### config.mk
export PLATFORM = sky130hd
export DESIGN_NAME = colors_to_bytes
export DESIGN_NICKNAME = d
export VERILOG_FILES = /design/src/rtl/colors_to_bytes_pkg.sv /design/src/rtl/colors_to_bytes.sv
export SDC_FILE = /design/constraint.sdc
export NUM_CORES = 1
export LEC_CHECK = 0
export ABC_AREA = 0
export CAP_MARGIN = 10
export CELL_PAD_IN_SITES_DETAIL_PLACEMENT = 0
export CELL_PAD_IN_SITES_GLOBAL_PLACEMENT = 1
export CORE_MARGIN = 2
export CORE_UTILIZATION = 30
export DETAILED_ROUTE_END_ITERATION = 16
export HOLD_SLACK_MARGIN = 0.02
export PLACE_DENSITY_LB_ADDON = 0.1
export SETUP_SLACK_MARGIN = 0.2
export SYNTH_ARGS = -nofsm -noshare
export SYNTH_HDL_FRONTEND = slang
export SYNTH_SLANG_ARGS = --single-unit
### constraint.sdc
create_clock -name clk -period 4.9 [get_ports clk]
set_input_delay 0.98 -clock clk [delete_from_list [all_inputs] [get_ports clk]]
set_output_delay 0.98 -clock clk [all_outputs]
set_load 0.005 [all_outputs]
### src/rtl/colors_to_bytes_pkg.sv
// Shared widths for the color-to-byte packer.
package colors_to_bytes_pkg;

    localparam int unsigned COLOR_LEN  = 12;
    localparam int unsigned BYTE_LEN   = 8;
    localparam int unsigned NIBBLE_LEN = 4;

    // Nibble queue holds two colors' worth of nibbles.
    localparam int unsigned Q_W       = 2 * COLOR_LEN;
    localparam int unsigned Q_NIBBLES = Q_W / NIBBLE_LEN;

    // Ceiling log2, at least 1.
    function automatic int unsigned clog2(input int unsigned value);
        int unsigned width;
        width = 0;
        while ((32'd1 << width) < value) begin
            width = width + 1;
        end
        return (width == 0) ? 1 : width;
    endfunction

    // Count spans 0..Q_NIBBLES inclusive.
    localparam int unsigned CNT_W = clog2(Q_NIBBLES + 1);

endpackage

### src/rtl/colors_to_bytes.sv
// Packs 12-bit colors into bytes, two colors per three bytes, MS nibble first.
// Bytes are handed out on request (readclk); outputs depend only on state
// plus readclk, so there is no input-to-output combinational path.
module colors_to_bytes
    import colors_to_bytes_pkg::*;
(
    input  logic                 clk,
    input  logic                 rst,
    input  logic                 inclk,
    input  logic [COLOR_LEN-1:0] in,
    input  logic                 in_done,
    input  logic                 readclk,
    output logic                 outclk,
    output logic [BYTE_LEN-1:0]  out,
    output logic                 rdy,
    output logic                 done
);

    logic [Q_W-1:0]   buf_q, buf_d;
    logic [CNT_W-1:0] cnt_q, cnt_d;
    logic             found_q, found_d;

    logic             push;
    logic [Q_W-1:0]   buf_popped;
    logic [Q_W-1:0]   buf_ins;
    logic [CNT_W-1:0] cnt_popped;

    // Handshake outputs derived from current state and the read request.
    always_comb begin
        outclk = readclk && (cnt_q >= CNT_W'(2));
        out    = buf_q[Q_W-1 -: BYTE_LEN];
        rdy    = !found_q && (cnt_q <= CNT_W'(3));
        done   = outclk && found_q && (cnt_q == CNT_W'(2));
        push   = inclk && rdy;
    end

    // Next queue state: pop first, then append the new color behind what is left.
    // Bits beyond cnt are always zero, so the append is an OR and the
    // end-of-stream pad nibble needs no explicit write.
    always_comb begin
        buf_popped = outclk ? (buf_q << BYTE_LEN) : buf_q;
        cnt_popped = outclk ? (cnt_q - CNT_W'(2)) : cnt_q;
        // Shift amount is cnt_popped nibbles, i.e. cnt_popped * 4 bits.
        buf_ins    = {in, {(Q_W - COLOR_LEN){1'b0}}} >> {cnt_popped, 2'b00};

        buf_d   = buf_popped;
        cnt_d   = cnt_popped;
        found_d = found_q;

        if (push) begin
            buf_d = buf_popped | buf_ins;
            cnt_d = cnt_popped + CNT_W'(3);
            if (in_done) begin
                found_d = 1'b1;
                if (cnt_d[0]) begin
                    cnt_d = cnt_d + CNT_W'(1);
                end
            end
        end

        // Last byte leaves: re-arm for the next stream.
        if (done) begin
            found_d = 1'b0;
        end
    end

    // State registers with synchronous reset discarding any partial data.
    always_ff @(posedge clk) begin
        if (rst) begin
            buf_q   <= '0;
            cnt_q   <= '0;
            found_q <= 1'b0;
        end else begin
            buf_q   <= buf_d;
            cnt_q   <= cnt_d;
            found_q <= found_d;
        end
    end

endmodule

==> results of run 1 <==
[through the flow]
step | power (W) | worst slack [ns] | hold WS [ns]
floorplan | 0.000730 | 2.17 | 0.432
global placement | 0.000851 | 1.40 | 0.446
detailed placement | 0.000862 | 1.37 | 0.459
CTS | 0.00101 | 1.37 | 0.483
global route | 0.00108 | 1.28 | 0.512
finish | 0.000998 | 1.38 | 0.486
[power groups by stage]
stage,Clock [W],Sequential [W],Combinational (W)
2_1_floorplan,0,0.000316,0.000414
3_3_place_gp,0,0.000340,0.000511
3_5_place_dp,0,0.000344,0.000518
4_1_cts,0.000153,0.000339,0.000521
5_1_grt,0.000160,0.000348,0.000568
6_report,0.000147,0.000338,0.000513
[kinds of logic (layout without fill, tap and decap cells)]
kind of cell / after synthesis / count (layout)
buffers and inverters: 23 / 41
and+or+nand+nor: 46 / 46
DFF: 28 / 28
AOI/OAI and AO/OA: 38 / 38
adders and majority gates: 3 / 3
muxes: 32 / 32
xor gates and xnor gates: 1 / 1
[placed cells by master (no fill, tap or decap), types with 4 or more instances in the layout]
cell and instances:
nand2_1 12, mux2_2 8, inv_1 4, buf_4 5, clkdlybuf4s50_1 27, a221o_2 4
o221ai_1 4, and4_1 4, clkbuf_8 4, dfxtp_1 28, o2bb2ai_1 4, nand2b_1 5
o22ai_1 12, mux2i_1 24, nor3_1 6, nor2b_1 5
[routing by layer]
metal,GRT usage [%],up-vias
met5,0,-
met4,3.62,0
met3,1.70,4
met2,26.0,36
met1,19.7,672
li1,-,679
[synthesized netlist by cell type, types with 5 or more instances]
master	n	area [µm²]
buf_2	5	25.0
buf_4	9	67.6
dfxtp_1	28	561
mux2_2	8	90.1
mux2i_1	24	240
nand2_1	12	45.0
nand2b_1	5	31.3
nor2b_1	5	31.3
nor3_1	6	30.0
o22ai_1	12	75.1
[worst max-delay path, cell delays in order]
cell	delay, ns
clkdlybuf4s50_1	0.61
nor2b_1	0.28
a31oi_2	0.08
inv_1	0.10
clkdlybuf4s50_1	0.49
[state kept, by name (all words and copies together), names as in the netlist]
name / count
cnt_q: 3
buf_q: 24
found_q: 1
[path summary, 6_finish.rpt]
check              to  depth (start not counted)
min          buf_q[1]                          2
max reg2reg  cnt_q[1]                         10
min reg2reg  buf_q[1]                          2
max            outclk                          5
[layout make-up]
cell class / count / area, µm²
clock buffer: 4 / 55.1
fill: 580 / 3440
inverter: 5 / 18.8
multi-input combinational: 120 / 996
sequential: 28 / 561
tap: 72 / 90.1
timing repair buffer: 32 / 308
==> flow_metrics.py, run 1 <==
metrics = {
    "status": {
        "status": "complete, no violations",
    },
    "synth": {
        "synthXorXnorAreaFrac_pct": 0.518,
        "muxShareOfSynthArea_pct": 19.5,
        "syn_area_per_cell_um2": 9.89,
        "ys_seq_elements": 28,
        "ys.flop_type": "dfxtp_1",
        "synth_edf_count": 0,
        "synth_nets": 191,
        "synthAdderAreaFrac_pct": 2.22,
        "synth_compound_area_share_pct": 18.3,
        "synth_top_family_by_area": "multiplexers",
        "ys_types": 41,
        "synth_cells": 171,
        "synth-simple-area-share_pct": 18.0,
        "async_reset_ff_share_pct": 0,
        "yosysWarnings": 0,
        "ys_seq_area_share_pct": 33.1,
        "netlist_area_um2": 1690,
    },
    "detailed_routing": {
        "wl_per_cell_um": 17.2,
        "drcViolationCount": 0,
        "postRouteAntennaNets": 0,
        "drt-pass1-iter-count": 4,
        "avgViaCountPerCell": 5.33,
        "routed_wl_mm": 4.48,
        "via_count": 1391,
        "drt_iter0_drc": 59,
        "wl_met2_mm": 2.18,
        "met3_length_um": 167,
        "highest_layer": "met4",
        "wl_met1_mm": 2.09,
    },
    "power": {
        "p_clk_share_pct": 14.8,
        "ir_drop_mv": 0.153,
        "p_comb_share_pct": 51.4,
        "internal_power_w": 0.000611,
        "p_switching_w": 0.000388,
        "seq_power_share_pct": 33.8,
        "p_per_area_nw_per_um2": 492,
        "power.leakage_nw": 0.765,
        "swShare_pct": 38.8,
    },
    "final_layout": {
        "fin_util_pct": 37.1,
        "fin_area_um2": 2030,
        "layout-drive-gt1-share_pct": 16.9,
        "nets": 210,
        "stdcell_count": 261,
        "antenna_cells": 0,
        "syn2layout_area_growth_pct": 19.9,
    },
    "cts": {
        "cts_root_buffer": "clkbuf_8",
        "clock_latency_ns": 0.28,
        "clockBufferDepth": 2,
        "postCtsResizedCells": 0,
        "path_clk_slew_ns": 0.10,
        "cts_num_sinks": 28,
        "cts_hold_buf": 0,
        "cts_buffers": 3,
        "postCtsSetupBuffers": 0,
        "cts_tree": "built",
        "htreeDepth": 1,
    },
    "timing": {
        "fin_crit_ns": 3.52,
        "slew_viol_final": 0,
        "fmax_ghz": 0.284,
        "period_share_pct": 71.9,
        "relSlewSlack_pct": 71.8,
        "finalSetupViolations": 0,
        "clock-skew-final_ns": 0.00704,
        "rsz0062_at_grt": "no",
        "hold_viol": 0,
        "finalSetupTns_ns": 0,
        "worst_pin_slew_ns": 0.420,
    },
    "placed_design": {
        "dp_cells": 257,
        "io_buffers": 27,
        "place_congestion": 0.752,
        "dpl.hpwl_mm": 3.18,
        "placed_area_um2": 1970,
    },
    "worst_setup_path": {
        "r2r_slack_ns": 2.40,
        "r2r-start": "cnt_q[2]",
        "arrival_ns": 2.54,
        "critical_path.max_fanout": 7,
        "cp-startpoint": "readclk",
        "worstPathRequired_ns": 3.92,
        "criticalPathCategory": "input port to output pin",
        "worstSetupStartpointType": "input port",
        "cp-end-kind": "output pin",
    },
    "run": {
        "drv_cap": 0,
    },
    "die": {
        "start_util_pct": 30.9,
        "dieArea_um2": 6260,
        "dieHeight_um": 79.1,
        "core.rowCount": 27,
        "fp.dieW_um": 79.1,
        "ioPinCount": 28,
        "core-area_um2": 5470,
    },
    "global_route": {
        "antenna_found_initial": 0,
        "grt_max_degree": 23,
        "grt_pass1_vias": 1370,
        "grt-ovfl-total": 0,
        "grtUsageTotal_pct": 15.0,
        "grt_pass1_wl_mm": 7.27,
    },
    "hold_path": {
        "min_path_type": "flop to flop",
        "worstHoldStart": "buf_q[1]",
    },
}
No activity file was read; power rests on OpenSTA's default activity.
==> run 2, diff against run 1 <==
==> constraint.sdc (replaced) <==
create_clock -name clk -period 3 [get_ports clk]
set_input_delay 0.6 -clock clk [delete_from_list [all_inputs] [get_ports clk]]
set_output_delay 0.6 -clock clk [all_outputs]
set_load 0.005 [all_outputs]
==> flow_metrics.py, run 2 (synthesized netlist as in run 1, its figures left out) <==
metrics = {
    "worst_setup_path": {
        "cp-end-kind": "output pin",
        "worstSetupStartpointType": "input port",
        "worstPathRequired_ns": 2.40,
        "arrival_ns": 2.06,
        "cp-startpoint": "readclk",
        "r2r-start": "cnt_q[2]",
        "critical_path.max_fanout": 3,
        "criticalPathCategory": "input port to output pin",
    },
    "die": {
        "ioPinCount": 28,
        "core-area_um2": 5470,
        "core.rowCount": 27,
        "dieArea_um2": 6260,
        "start_util_pct": 30.9,
        "dieHeight_um": 79.1,
        "fp.dieW_um": 79.1,
    },
    "timing": {
        "fmax_ghz": 0.375,
        "rsz0062_at_grt": "no",
        "period_share_pct": 88.8,
        "finalSetupViolations": 0,
        "relSlewSlack_pct": 67.9,
        "fin_crit_ns": 2.66,
        "whs_ns": 0.479,
        "clock-skew-final_ns": 0.00516,
        "hold_viol": 0,
        "finalSetupTns_ns": 0,
        "slew_viol_final": 0,
        "worst_pin_slew_ns": 0.481,
    },
    "placed_design": {
        "io_buffers": 27,
        "place_congestion": 0.811,
        "dpl.hpwl_mm": 3.11,
    },
    "final_layout": {
        "final_cell_mix": "27 x clkdlybuf4s50_1, 26 x dfxtp_1, 24 x mux2i_1",
        "nets": 211,
        "layout_commonest_cell": "clkdlybuf4s50_1",
        "antenna_cells": 0,
        "syn2layout_area_growth_pct": 20.5,
        "layout-drive-gt1-share_pct": 18.4,
        "top_regs": "buf_q (24), cnt_q (3), found_q (1)",
        "top_register": "buf_q",
        "largest_register_ff_count": 24,
    },
    "cts": {
        "path_clk_slew_ns": 0.10,
        "cts_root_buffer": "clkbuf_8",
        "postCtsSetupBuffers": 0,
        "clockBufferDepth": 2,
        "htreeDepth": 1,
        "cts_buffers": 3,
        "cts_hold_buf": 0,
        "cts_num_sinks": 28,
        "clock_latency_ns": 0.27,
        "cts_tree": "built",
    },
    "detailed_routing": {
        "routed_wl_mm": 4.30,
        "wl_per_cell_um": 16.4,
        "drcViolationCount": 0,
        "avgViaCountPerCell": 5.04,
        "postRouteAntennaNets": 0,
        "drt_iter0_drc": 74,
        "drt-pass1-iter-count": 4,
        "via_count": 1320,
    },
    "global_route": {
        "grt-ovfl-total": 0,
        "grt_max_degree": 22,
        "grt_pass1_vias": 1291,
        "grt_pass1_wl_mm": 6.98,
        "antenna_found_initial": 0,
        "grtUsageTotal_pct": 14.4,
    },
    "run": {
        "drv_cap": 0,
    },
    "power": {
        "ir_drop_mv": 0.296,
        "p_per_area_nw_per_um2": 800,
        "power.leakage_nw": 0.771,
    },
    "hold_path": {
        "min_path_type": "flop to flop",
        "worstHoldStart": "buf_q[0]",
    },
    "status": {
        "status": "complete, no violations",
    },
}
==> run 2: cell types whose count changed in the layout (fill, tap and decap cells not counted) <==
cell | previous run | this run
dfxtp_1 | 28 | 26
dfxtp_2 | 0 | 2
buf_4 | 5 | 6
==> run 2: report_power, final <==
group          leakage [nW]  internal [W]  total, W  switching (W)
registers             0.229      0.000474  0.000559      0.0000848
logic                 0.513      0.000410  0.000830       0.000420
clock network        0.0288      0.000118  0.000242       0.000124
==> run 2: layout make-up <==
class | count | area, µm²
inverters | 5 | 18.8
fillers | 571 | 3430
multi-input cells | 120 | 996
repair buffers | 33 | 315
clock buffers | 4 | 55.1
flip-flops and latches | 28 | 563
well taps | 72 | 90.1
==> run 2: timing repair <==
| item | CTS | global route |
|---|---|---|
| endpoints found under the hold margin | 0 | 0 |
| gates resized for setup | 1 | 1 |
| endpoints found under the setup margin | 1 | 1 |
==> run 2: layer usage <==
layer | global-route usage, % | up-vias | wire (µm)
li1 | - | 674 | -
met1 | 19.8 | 620 | 2110
met2 | 23.8 | 22 | 2030
met3 | 1.93 | 4 | 132
met4 | 3.45 | 0 | 23
met5 | 0 | - | 0
==> run 2: critical path, stage by stage <==
cell and delay, ns:
clkdlybuf4s50_1 0.53, nor2b_1 0.27, a31oi_2 0.09, inv_1 0.09
clkdlybuf4s50_1 0.50
==> run 2: metrics by stage <==
step	util (%)	worst slack [ns]	power (W)	cell area, µm²	cells
floorplan	-	0.923	0.00119	1690	171
finish	37.2	0.335	0.00163	2040	262
CTS	37.2	0.221	0.00165	2040	262
detailed placement	36.2	0.319	0.00140	1980	258
global placement	36.2	0.350	0.00139	1980	258
global route	37.2	0.239	0.00175	2040	262
==> run 2: final timing paths <==
path	end	slack (ns)	cells after the start
setup / recovery	outclk	0.34	5
hold / removal	buf_q[0]	0.48	2
setup reg to reg	cnt_q[1]	0.75	9
hold reg to reg	buf_q[0]	0.48	2
==> run 3, diff against run 2 <==
--- a/config.mk
+++ b/config.mk
@@ -11,6 +11,7 @@
 export CELL_PAD_IN_SITES_GLOBAL_PLACEMENT = 1
 export CORE_MARGIN = 2
 export CORE_UTILIZATION = 30
+export CTS_BUF_LIST = sky130_fd_sc_hd__clkbuf_16
 export DETAILED_ROUTE_END_ITERATION = 16
 export HOLD_SLACK_MARGIN = 0.02
 export PLACE_DENSITY_LB_ADDON = 0.1
==> flow_metrics.py, run 3 (synthesized netlist as in run 1, its figures left out) <==
metrics = {
    "power": {
        "p_per_area_nw_per_um2": 823,
        "internal_power_w": 0.00106,
        "p_comb_share_pct": 49.1,
        "seq_power_share_pct": 33.0,
        "p_switching_w": 0.000633,
        "p_clk_share_pct": 17.9,
        "power.leakage_nw": 0.781,
        "swShare_pct": 37.3,
        "ir_drop_mv": 0.330,
    },
    "timing": {
        "hold_viol": 0,
        "finalSetupTns_ns": 0,
        "slew_viol_final": 0,
        "rsz0062_at_grt": "no",
        "fmax_ghz": 0.376,
        "clock-skew-final_ns": 0.00342,
        "fin_crit_ns": 2.66,
        "relSlewSlack_pct": 67.8,
        "period_share_pct": 88.7,
        "setup_ws_ns": 0.338,
        "worst_pin_slew_ns": 0.482,
        "finalSetupViolations": 0,
    },
    "final_layout": {
        "fillCellCount": 571,
        "stdcell_count": 262,
        "nets": 211,
        "seqCellArea_um2": 563,
        "layout_commonest_cell": "clkdlybuf4s50_1",
        "fin_util_pct": 37.7,
        "largest_register_ff_count": 24,
        "syn2layout_area_growth_pct": 21.9,
        "antenna_cells": 0,
        "final_cell_mix": "27 x clkdlybuf4s50_1, 26 x dfxtp_1, 24 x mux2i_1",
        "layout-drive-gt1-share_pct": 17.9,
        "top_register": "buf_q",
        "multiInputGateArea_um2": 996,
        "top_regs": "buf_q (24), cnt_q (3), found_q (1)",
    },
    "cts": {
        "postCtsSetupBuffers": 0,
        "cts_buffers": 3,
        "cts_root_buffer": "clkbuf_16",
        "cts_num_sinks": 28,
        "cts_tree": "built",
        "postCtsResizedCells": 0,
        "htreeDepth": 1,
        "cts_hold_buf": 0,
        "path_clk_slew_ns": 0.07,
        "clockBufferDepth": 2,
        "clock_latency_ns": 0.26,
    },
    "detailed_routing": {
        "routed_wl_mm": 4.31,
        "wl_per_cell_um": 16.4,
        "drt-pass1-iter-count": 4,
        "drt_iter0_drc": 67,
        "via_count": 1323,
        "drcViolationCount": 0,
        "avgViaCountPerCell": 5.05,
        "postRouteAntennaNets": 0,
    },
    "run": {
        "drv_cap": 0,
    },
    "worst_setup_path": {
        "critical_path.max_fanout": 3,
        "crit_path_max_incr_delay_ns": 0.52,
        "cp_num_buf_inv": 3,
        "cp-end-kind": "output pin",
        "worstPathRequired_ns": 2.40,
        "arrival_ns": 2.06,
        "criticalPathCategory": "input port to output pin",
        "worstSetupStartpointType": "input port",
        "worst_path_most_repeated_cell": "clkdlybuf4s50_1",
        "crit_family": "buffers and inverters",
        "crit_slowest_cell": "clkdlybuf4s50_1",
        "path_cells": "clkdlybuf4s50_1 > nor2b_1 > a31oi_2 > inv_1 > clkdlybuf4s50_1",
    },
    "global_route": {
        "grt_pass1_vias": 1269,
        "antenna_found_initial": 0,
        "grtUsageTotal_pct": 14.3,
        "grt-ovfl-total": 0,
        "grt_pass1_wl_mm": 6.90,
        "grt_max_degree": 22,
    },
    "die": {
        "dieArea_um2": 6260,
        "core.rowCount": 27,
        "ioPinCount": 28,
        "fp.dieW_um": 79.1,
        "core-area_um2": 5470,
        "dieHeight_um": 79.1,
        "start_util_pct": 30.9,
    },
    "placed_design": {
        "dpl.hpwl_mm": 3.11,
        "dp_cells": 258,
        "place_congestion": 0.811,
        "dp_slack_ns": 0.319,
        "io_buffers": 27,
    },
    "status": {
        "status": "complete, no violations",
    },
    "hold_path": {
        "min_path_type": "flop to flop",
    },
}
run 3: changes by cell type in the layout (fill, tap and decap cells not counted), sizes merged:
cell,before,now
clkbuf,4,3
clkinv,0,1
run 3: metrics by stage:
| stage | hold slack [ns] | instance area [µm²] | power, W |
|---|---|---|---|
| 2_1_floorplan | 0.432 | 1690 | 0.00119 |
| 3_3_place_gp | 0.445 | 1980 | 0.00139 |
| 3_5_place_dp | 0.456 | 1980 | 0.00140 |
| 4_1_cts | 0.473 | 2060 | 0.00172 |
| 5_1_grt | 0.492 | 2060 | 0.00182 |
| 6_report | 0.472 | 2060 | 0.00170 |
run 3: power groups by stage:
stage | logic (W) | clock network (W) | registers (W)
2_1_floorplan | 0.000676 | 0 | 0.000516
3_3_place_gp | 0.000832 | 0 | 0.000559
3_5_place_dp | 0.000834 | 0 | 0.000565
4_1_cts | 0.000840 | 0.000320 | 0.000557
5_1_grt | 0.000908 | 0.000336 | 0.000573
6_report | 0.000833 | 0.000304 | 0.000559
run 3: routing by layer:
layer  vias to the layer above  GRT usage, %  part of all wire, %
li1                        676             -                    -
met1                       618          20.0                   49
met2                        27          23.1                   47
met3                         2          1.93                  3.5
met4                         0          3.45                 0.35
met5                         -             0                    0
run 3: final cells by class:
cell class | count | area share [%]
Clock buffer | 3 | 3.64
Clock inverter | 1 | 0.182
Inverter | 5 | 0.910
Multi-Input combinational cell | 120 | 48.3
Sequential cell | 28 | 27.3
Tap cell | 72 | 4.37
Timing Repair Buffer | 33 | 15.3
run 3: final timing paths:
kind         slack [ns]      from  endpoint  depth (start not counted)
min reg2reg        0.47  buf_q[2]  buf_q[2]                          2
max reg2reg        0.75  cnt_q[2]  cnt_q[1]                          9
min                0.47  buf_q[2]  buf_q[2]                          2
max                0.34   readclk    outclk                          5
run 3: worst reg2reg max path, stage by stage (launching register included):
cell and delay (ns):
dfxtp_2 0.44, inv_1 0.12, ha_1 0.27, nand2b_1 0.20, o211ai_1 0.25, inv_2 0.15
ha_1 0.31, xor2_1 0.15, nor2_1 0.05, a211oi_1 0.21
